===== src/rtl/alu_seq_pkg.sv =====
// Shared opcode constants and controller state type for the alu_seq block.
// The multiplier-related items matter only when ALU_SEQ_MUL_EN is defined.
package alu_seq_pkg;

  localparam logic [3:0] OP_SHL   = 4'h0;
  localparam logic [3:0] OP_SHR   = 4'h1;
  localparam logic [3:0] OP_ADD   = 4'h2;
  localparam logic [3:0] OP_SUB   = 4'h3;
  localparam logic [3:0] OP_AND   = 4'h4;
  localparam logic [3:0] OP_IOR   = 4'h5;
  localparam logic [3:0] OP_XOR   = 4'h6;
  localparam logic [3:0] OP_ZTEST = 4'h7;
  localparam logic [3:0] OP_PCZ   = 4'h8;
  localparam logic [3:0] OP_PCZB  = 4'h9;
  localparam logic [3:0] OP_NOP   = 4'hA;
  localparam logic [3:0] OP_ADDC  = 4'hB;
  localparam logic [3:0] OP_SUBB  = 4'hC;
  localparam logic [3:0] OP_MUL   = 4'hD;

  typedef enum logic {
    IDLE     = 1'b0,
    MUL_BUSY = 1'b1
  } state_t;

endpackage


===== src/rtl/alu_seq_mul.sv =====
// Iterative shift-add unsigned multiplier: one partial product per clock,
// done is combinational in the last iteration cycle so product loads on that edge.
module alu_seq_mul #(
  parameter int WIDTH = 16
) (
  input  logic               clk,
  input  logic               rst_n,
  input  logic               start,
  input  logic [WIDTH-1:0]   a,
  input  logic [WIDTH-1:0]   b,
  output logic               done,
  output logic [2*WIDTH-1:0] product
);

  localparam int CW = $clog2(WIDTH);
  localparam logic [CW-1:0] LAST = CW'(WIDTH - 1);

  logic               running;
  logic [CW-1:0]      cnt;
  logic [2*WIDTH-1:0] acc;
  logic [2*WIDTH-1:0] acc_next;
  logic [2*WIDTH-1:0] a_sh;
  logic [WIDTH-1:0]   b_sh;

  assign acc_next = acc + (b_sh[0] ? a_sh : '0);
  assign done     = running && (cnt == LAST);
  assign product  = acc_next;

  always_ff @(posedge clk or negedge rst_n) begin
    if (!rst_n) begin
      running <= 1'b0;
      cnt     <= '0;
      acc     <= '0;
      a_sh    <= '0;
      b_sh    <= '0;
    end else if (start) begin
      running <= 1'b1;
      cnt     <= '0;
      acc     <= '0;
      a_sh    <= {{WIDTH{1'b0}}, a};
      b_sh    <= b;
    end else if (running) begin
      acc  <= acc_next;
      a_sh <= a_sh << 1;
      b_sh <= b_sh >> 1;
      cnt  <= cnt + 1'b1;
      if (done) running <= 1'b0;
    end
  end

endmodule


===== src/rtl/alu_seq.sv =====
// Sequential ALU with held result/flag registers and a valid/ready output stage.
// Define ALU_SEQ_MUL_EN to add the multi-cycle MUL (op D); otherwise op D is a NOP.
module alu_seq
  import alu_seq_pkg::*;
#(
  parameter int WIDTH           = 16,
  parameter int SKIP_RESULT_MEM = 1
) (
  input  logic             clk,
  input  logic             rst_n,
  input  logic             in_valid,
  output logic             in_ready,
  input  logic [3:0]       op,
  input  logic [WIDTH-1:0] mem,
  input  logic [WIDTH-1:0] wreg,
  output logic             out_valid,
  input  logic             out_ready,
  output logic [WIDTH-1:0] result,
  output logic             carry,
  output logic             zero,
  output logic             pc_skip,
  output logic             busy
);

  // Handshake: an operation is taken on a rising edge where in_valid && in_ready;
  // a result is handed over on a rising edge where out_valid && out_ready.

  logic               accept;
  logic               is_mul;
  logic               load_single;
  logic               mul_done;
  logic [2*WIDTH-1:0] mul_product;
  logic               idle;

  logic [WIDTH-1:0]   alu_res;
  logic               alu_c;
  logic               alu_z;
  logic               alu_skip;
  logic               upd_z;
  logic [WIDTH:0]     sum;

  logic [WIDTH-1:0]   result_q;
  logic               carry_q;
  logic               zero_q;
  logic               skip_q;
  logic               out_valid_q;

  assign in_ready    = idle && (!out_valid_q || out_ready);
  assign accept      = in_valid && in_ready;
  assign load_single = accept && !is_mul;

`ifdef ALU_SEQ_MUL_EN
  state_t state_q;
  state_t state_n;

  assign is_mul = (op == OP_MUL);

  always_ff @(posedge clk or negedge rst_n) begin
    if (!rst_n) state_q <= IDLE;
    else        state_q <= state_n;
  end

  always_comb begin
    state_n = state_q;
    case (state_q)
      IDLE:     if (accept && is_mul) state_n = MUL_BUSY;
      MUL_BUSY: if (mul_done)         state_n = IDLE;
      default:                        state_n = IDLE;
    endcase
  end

  always_comb begin
    busy = (state_q == MUL_BUSY);
    idle = (state_q == IDLE);
  end

  alu_seq_mul #(.WIDTH(WIDTH)) u_mul (
    .clk     (clk),
    .rst_n   (rst_n),
    .start   (accept && is_mul),
    .a       (mem),
    .b       (wreg),
    .done    (mul_done),
    .product (mul_product)
  );
`else
  assign is_mul      = 1'b0;
  assign busy        = 1'b0;
  assign idle        = 1'b1;
  assign mul_done    = 1'b0;
  assign mul_product = '0;
`endif

  // Unlisted opcodes (and op D here) fall through as NOP: result = wreg, flags held.
  always_comb begin
    alu_res  = wreg;
    alu_c    = carry_q;
    alu_z    = zero_q;
    alu_skip = 1'b0;
    upd_z    = 1'b0;
    sum      = '0;
    case (op)
      OP_SHL: begin
        alu_res = {mem[WIDTH-2:0], 1'b0};
        alu_c   = mem[WIDTH-1];
        upd_z   = 1'b1;
      end
      OP_SHR: begin
        alu_res = {1'b0, mem[WIDTH-1:1]};
        alu_c   = mem[0];
        upd_z   = 1'b1;
      end
      OP_ADD, OP_ADDC: begin
        sum     = {1'b0, mem} + {1'b0, wreg}
                + {{WIDTH{1'b0}}, (op == OP_ADDC) && carry_q};
        alu_res = sum[WIDTH-1:0];
        alu_c   = sum[WIDTH];
        upd_z   = 1'b1;
      end
      OP_SUB, OP_SUBB: begin
        // Bit WIDTH of the extended difference is the borrow; carry means no borrow.
        sum     = {1'b0, mem} - {1'b0, wreg}
                - {{WIDTH{1'b0}}, (op == OP_SUBB) && !carry_q};
        alu_res = sum[WIDTH-1:0];
        alu_c   = ~sum[WIDTH];
        upd_z   = 1'b1;
      end
      OP_AND:   begin alu_res = mem & wreg; upd_z = 1'b1; end
      OP_IOR:   begin alu_res = mem | wreg; upd_z = 1'b1; end
      OP_XOR:   begin alu_res = mem ^ wreg; upd_z = 1'b1; end
      OP_ZTEST: begin alu_res = mem;        upd_z = 1'b1; end
      OP_PCZ: begin
        alu_res  = (SKIP_RESULT_MEM != 0) ? mem : '0;
        alu_skip = |mem;
      end
      OP_PCZB: begin
        alu_res  = (SKIP_RESULT_MEM != 0) ? mem : '0;
        alu_skip = ~|mem;
      end
      OP_NOP, OP_MUL: ;
      default: ;
    endcase
    if (upd_z) alu_z = (alu_res == '0);
  end

  always_ff @(posedge clk or negedge rst_n) begin
    if (!rst_n) begin
      result_q    <= '0;
      carry_q     <= 1'b0;
      zero_q      <= 1'b0;
      skip_q      <= 1'b0;
      out_valid_q <= 1'b0;
    end else if (load_single) begin
      result_q    <= alu_res;
      carry_q     <= alu_c;
      zero_q      <= alu_z;
      skip_q      <= alu_skip;
      out_valid_q <= 1'b1;
    end else if (mul_done) begin
      result_q    <= mul_product[WIDTH-1:0];
      carry_q     <= |mul_product[2*WIDTH-1:WIDTH];
      zero_q      <= (mul_product[WIDTH-1:0] == '0);
      skip_q      <= 1'b0;
      out_valid_q <= 1'b1;
    end else if (out_ready) begin
      out_valid_q <= 1'b0;
    end
  end

  assign result    = result_q;
  assign carry     = carry_q;
  assign zero      = zero_q;
  assign pc_skip   = skip_q;
  assign out_valid = out_valid_q;

endmodule


===== config.mk =====
export PLATFORM = sky130hd
export DESIGN_NAME = alu_seq
export DESIGN_NICKNAME = d
export VERILOG_FILES = /design/src/rtl/alu_seq_pkg.sv /design/src/rtl/alu_seq_mul.sv /design/src/rtl/alu_seq.sv
export SDC_FILE = /design/constraint.sdc
export NUM_CORES = 1
export LEC_CHECK = 0
export BUFFER_PORTS_ARGS = -buffer_cell sky130_fd_sc_hd__clkbuf_2
export CORE_AREA = 8 8 121 123
export CTS_CLUSTER_SIZE = 30
export DETAILED_ROUTE_END_ITERATION = 8
export DIE_AREA = 0 0 129 131
export SKIP_CTS_REPAIR_TIMING = 1
export SLEW_MARGIN = 0
export SYNTH_ARGS = -nofsm -noshare
export SYNTH_HDL_FRONTEND = slang
export SYNTH_HIERARCHICAL = 1
export SYNTH_SLANG_ARGS = --single-unit
export TNS_END_PERCENT = 5

===== constraint.sdc =====
create_clock -name clk -period 4.7 [get_ports clk]
set_clock_uncertainty 0.15 [all_clocks]
set_input_delay 0.94 -clock clk [delete_from_list [all_inputs] [get_ports clk]]
set_output_delay 0.94 -clock clk [all_outputs]
set_load 0.03 [all_outputs]

======== After elaboration in Yosys (flattened, before gate mapping) ========
Cells that the tools add are included.
storage, ports and cells
  output and inout port bits .............. 22
  register bits after elaboration ......... 20
  bits of input ports ..................... 40
  word-level logic and storage cells ...... 48
cells by class
  $add $sub $neg .......................... 4
  reductions and logical operators ........ 18
  equal/unequal tests ..................... 11
  muxes and demuxes ....................... 6
  bitwise operators ....................... 4
operators with widths
  cell                                                 count
  case mux 16 bit (8 select lines)                     1
  adder 16 x 16 -> 17 bit                              1
  adder 17 x 1 -> 17 bit                               1
  subtractor 16 x 16 -> 17 bit                         1
  subtractor 17 x 1 -> 17 bit                          1
  AND 16 bit                                           1
  equality test 4 x 3 -> 1 bit, second input constant  4
  equality test 4 bit, second input constant           4
  zero test 16 bit                                     1
  OR 16 bit                                            1
  OR reduction 16 bit                                  1
  XOR 16 bit                                           1
  OR reduction 10 bit                                  1
  equality test 4 x 2 -> 1 bit, second input constant  2
  equality test 4 x 1 -> 1 bit, second input constant  1
  zero test 4 bit                                      1
  case mux 1 bit (4 select lines)                      1
  AND reduction 2 bit                                  2
  nonzero test 4 bit                                   1
  OR reduction 2 bit                                   2
  logical AND 1 bit                                    3
  zero test 1 bit                                      3
  2-to-1 mux 1 bit                                     3
  OR reduction 3 bit                                   1
  other kinds (4)                                      4

======== Depth between registers and ports, before layout ========
  word-level depth ........................ 5
  depth in mapped cells ................... 17
  mapped depth without buffers ............ 14

======== Least setup slack after synthesis ========
Ideal clock, no wire load.
  kind .................................... input -> register
  start ................................... in op[1]
  end ..................................... reg zero_q, in the netlist zero
  buffers on the path ..................... 1
  setup slack ............................. -0.240 ns
  stages on the path ...................... 14
  arrival time ............................ 4.713 ns
  setup time .............................. 0.076 ns
  required time ........................... 4.474 ns
  cells stage by stage .................... buf_2 -> or4bb_1 -> or2_2 -> fa_1 -> fa_1 -> o21ai_1 -> nand2b_1 -> xor2_1 -> a22o_1 -> o32ai_1 -> nand2_1 -> or4_1 -> a2111o_1 -> o21ai_1
between the ends
  word-level cells in the longest chain between the ends .. 5
  elaborated cells between the ends (all ways) .. 24
  classes of those cells .................. add/sub (2); eq/ne (11); mux (2); reduce/logical (9)
ends and longest elaborated chain
  item                                                                   line                                            source
  from (decl)                                                            alu_seq.sv:13                                   input logic [3:0] op,
  equality test 4 bit (on tied branches)                                 alu_seq.sv:102, alu_seq.sv:123, alu_seq.sv:115
  logical AND 1 bit (on tied branches)                                   alu_seq.sv:123, alu_seq.sv:115
  subtractor 17 x 1 -> 17 bit or adder 17 x 1 -> 17 bit (tied branches)  alu_seq.sv:123, alu_seq.sv:115
  case mux 16 bit (8 select lines)                                       alu_seq.sv:102                                  case (op)
  zero test 16 bit                                                       alu_seq.sv:143                                  if (upd_z) alu_z = (alu_res == '0);
  to (signal assigned)                                                   alu_seq.sv:156                                  zero_q <= alu_z;
  to (signal assigned)                                                   alu_seq.sv:162                                  zero_q <= (mul_product[WIDTH-1:0] == '0);
  to (decl)                                                              alu_seq.sv:44                                   logic zero_q;
Parallel ways exist; a longest one is shown, timed or not.
A chain may end at the register's enable or synchronous reset.

======== Worst setup path after layout ========
  start ................................... in op[0]
  end ..................................... reg zero_q, in the netlist zero
The elaborated chain is that of the path after synthesis.

==> impl_results.md <==
* Cts bufs inserted at 3
* Synth Area in Compound Gates at 0.301
* Uppermost layer routed: met4
* Sw Pwr at ~540 µW
* Reg power frac at 0.198
* Initial Utilization at 0.349
* Clock sink count at 20
* Internal power at around 600 µW
* Clk buf depth at 2
* Number of vias per cell at about 6.0
* Drt pass-1 iters at 7
* Vias at ~5,200
* Drt wl/cell at between 20 and 25 µm
* Clock-pin slew on the worst setup and hold paths at 0.06 ns
* Startpoint class of the critical path: primary input
* Hold Path Depth at 2
* Initial DRC count at approximately 700
* XOR/XNOR share of the synthesized area at 0.0292
* TritonCTS clock tree: done
* Top cell type's share of synthesized area at 0.173
* Max frequency at around 220 MHz
* Clock latency on the worst-skew pair at between 0.2 and 0.3 ns
* DRC viols at 0
* RSZ-0062 raised after global routing: false
* Relative slew slack at 0.359
* Final setup margin at around 0.17 ns
* Post-synthesis simple-gate area fraction at 0.230
* Outcome: completed
* Setup violators final at 0
* CP Capture Type: flop
* Arr. time, crit path at between 4 and 5 ns
* FF+latch count, synth at 20
* Gr ovfl total at 0
* Top area cells in the synthesized netlist: ha_1 17%, dfrtp_1 11%, nand2_1 5.3%
* Final hold vios at 0
* Register area share after synthesis at 0.111
* Ys async rst share at 1.00
* Largest area contributor in the netlist: ha_1
* Max-cap violations at 0
* Die Y-Extent at around 130 µm
* Routed WL at approximately 18 mm
* Cells after synthesis at slightly above 600
* Core area at around 13,000 µm²
* Area of the multi-input gates at about 3600 µm²
* Worst slack, placed at -0.201 ns
* Power per Cell Area at between 200 and 250 nW/µm²
* # diodes at 0
* Hpwl dp at approximately 14 mm
* Final core occ at 0.408
* Post-route ant nets at 0
* Required time of the worst setup path at roughly 4.7 ns
* Antenna violations before repair at 0
* Clock share of power at 0.154
* Placement row count at 42
* P&R area growth vs syn at 16.9%
* Worst R2R Path Depth at 13
* Largest net degree at the start of global routing at 47
* Fin nets at around 800
* Number of global-route vias before repair at approximately 5,100
* Unique masters post-synth at between 70 and 80
* Post-synthesis adder-cell area fraction at 0.191
* Die Width at about 130 µm
* Largest family of logic cells by synthesized area: compound AO/OA/AOI/OAI gates
* Peak supply drop at roughly 0.14 mV
* Yosys Warn Count at 6
* Comb pwr share at 0.648
* Layout cells sized above 1 at 0.192
* GR Util All Layers at 0.207
* PortBufs at 60
* Fin area at 5250 µm²
* Clock period minus worst slack at approximately 4.5 ns
* DIE AREA at between 15,000 and 20,000 µm²
* Least-Margin Pin Slew at 0.953 ns
* Path type of the worst setup path: primary input to flop
* Reg area at roughly 500 µm²
* Post-synth EDFFs at 0
* Final Cycle Share at 0.963
* Fin Setup TNS at 0 ns
* Met3 wire length at 1.72 mm
* Root Buffer: clkbuf_16
* Syn Nets at slightly above 700
* Main flop type after synthesis: dfrtp_1
* Placer's final routability congestion estimate at 1.02
* Fin. max-slew vios at 0
* Static Leak at approximately 0.0024 µW
* Mux cell area share after synthesis at 0.0471
* CP max FO at 3
* Placed Area at about 5000 µm²
* Avg Cell Area, Syn at 7.29 µm²
* DRT met1 WL at between 7 and 8 mm
* IO Count at 62
* Synth Cell Area at roughly 4500 µm²
* Met2 routed WL at roughly 8 mm
* H-tree levels at 1
* First-pass GRT wire length at between 20 and 30 mm
* # fillers at 1,374
* Hold Crit Class: flop to flop
* Switching part of the total at 0.474
## metal layers
metal,vias to the layer above,GRT usage
met1,2432,0.269
li1,2389,-
met4,0,0.0947
met2,314,0.325
met3,70,0.0381
met5,-,0
## per-stage QoR
step / hold slack (ns) / instances / total power [µW]
2_1_floorplan: 0.494 / 616 / 698
3_3_place_gp: 0.317 / 858 / 932
3_5_place_dp: 0.319 / 858 / 940
4_1_cts: 0.332 / 861 / 1120
5_1_grt: 0.373 / 862 / 1210
6_report: 0.326 / 862 / 1140
## cells by family (layout without fill, tap and decap cells)
group / count (synthesis) / after routing
AOI/OAI and AO/OA: 198 / 198
and+or+nand+nor: 209 / 209
adders and majority gates: 66 / 66
buffers and inverters: 87 / 157
DFF: 20 / 20
other: 1 / 1
muxes: 20 / 20
xor gates and xnor gates: 15 / 15
## final timing paths
kind                        endpoint  slack, ns  startpoint
max in group asynchronous  result[5]       3.51       rst_n
max reg2reg                     zero       1.10       carry
min reg2reg                  pc_skip       0.33     pc_skip
min in group asynchronous  result[2]       0.52       rst_n
min                          pc_skip       0.33     pc_skip
max                             zero       0.17       op[0]
## synth_stat cells (4+ instances only)
cell type and n:
nand2_1 63, ha_1 62, inv_1 54, nor2_1 46, o21ai_0 46, a21oi_1 40, dfrtp_1 20, nor3_1 15
buf_2 12, nand2b_1 12, nor2b_1 12, o22ai_1 12, mux2i_1 11, nand3_1 11, clkbuf_1 10, and3_1 9
nor4_1 9, a22oi_1 8, mux2_2 8, xor2_1 8, a21o_1 7, a221oi_1 7, buf_6 7, xnor2_1 7
a22o_1 5, a31oi_1 5, and2_1 5, nand4_1 5, o211ai_1 5, o21a_1 5, o21bai_1 5, a211oi_1 4
fa_1 4, nand3b_1 4, o2111ai_1 4
## power groups by stage
| stage | clock, µW | sequential [µW] | combinational (µW) |
|---|---|---|---|
| global placement | 0 | 227 | 705 |
| finish | 176 | 225 | 738 |
| floorplan | 0 | 294 | 404 |
| detailed placement | 0 | 229 | 711 |
| global route | 187 | 231 | 793 |
| CTS | 179 | 226 | 715 |
## worst max-delay path, stage by stage
cell      delay, ns
clkbuf_2       0.09
or4bb_4        0.54
or2_4          0.27
fa_2           0.54
inv_1          0.04
ha_1           0.18
o21ai_2        0.20
nand3_2        0.14
a41oi_2        0.23
xor2_1         0.17
nor2_1         0.07
o32a_1         0.33
a2111o_1       0.30
a2111o_1       0.38
o21ai_1        0.12
## cell type report
class,count,share of cell area
Timing Repair Buffer,100,0.114
Inverter,54,0.0386
Multi-Input combinational cell,509,0.695
Clock buffer,3,0.0143
Sequential cell,20,0.0954
Tap cell,176,0.0420
## cells in the final DEF (no fill, tap or decap), types with 4 or more instances in the layout
| cell | Yosys | routed |
|---|---|---|
| nor3_1 | 15 | 15 |
| dfrtp_1 | 20 | 20 |
| xnor2_1 | 7 | 7 |
| o21ai_0 | 46 | 45 |
| nand2b_1 | 12 | 12 |
| a21o_1 | 7 | 7 |
| nor2b_1 | 12 | 12 |
| o22ai_1 | 12 | 12 |
| mux2i_1 | 11 | 11 |
| xor2_1 | 8 | 8 |
| o211ai_1 | 5 | 5 |
| a31oi_1 | 5 | 5 |
| a21oi_1 | 40 | 40 |
| ha_1 | 62 | 62 |
| nand3b_1 | 4 | 4 |
| nand4_1 | 5 | 5 |
| a22o_1 | 5 | 5 |
| a22oi_1 | 8 | 8 |
| o2111ai_1 | 4 | 4 |
| and3_1 | 9 | 9 |
| a211oi_1 | 4 | 4 |
| o21a_1 | 5 | 5 |
| and2_1 | 5 | 5 |
| nand2_1 | 63 | 63 |
| nand3_1 | 11 | 10 |
| buf_4 | 3 | 40 |
| nor2_1 | 46 | 46 |
| mux2_2 | 8 | 8 |
| o21bai_1 | 5 | 5 |
| nor4_1 | 9 | 8 |
| clkbuf_2 | 0 | 60 |
| a221oi_1 | 7 | 7 |
| inv_1 | 54 | 54 |
## flip-flops by register name, summed over array words and instances (netlist names)
register,count
result,16
carry,1
out_valid,1
pc_skip,1
zero,1
No activity file was read; power rests on OpenSTA's default activity.
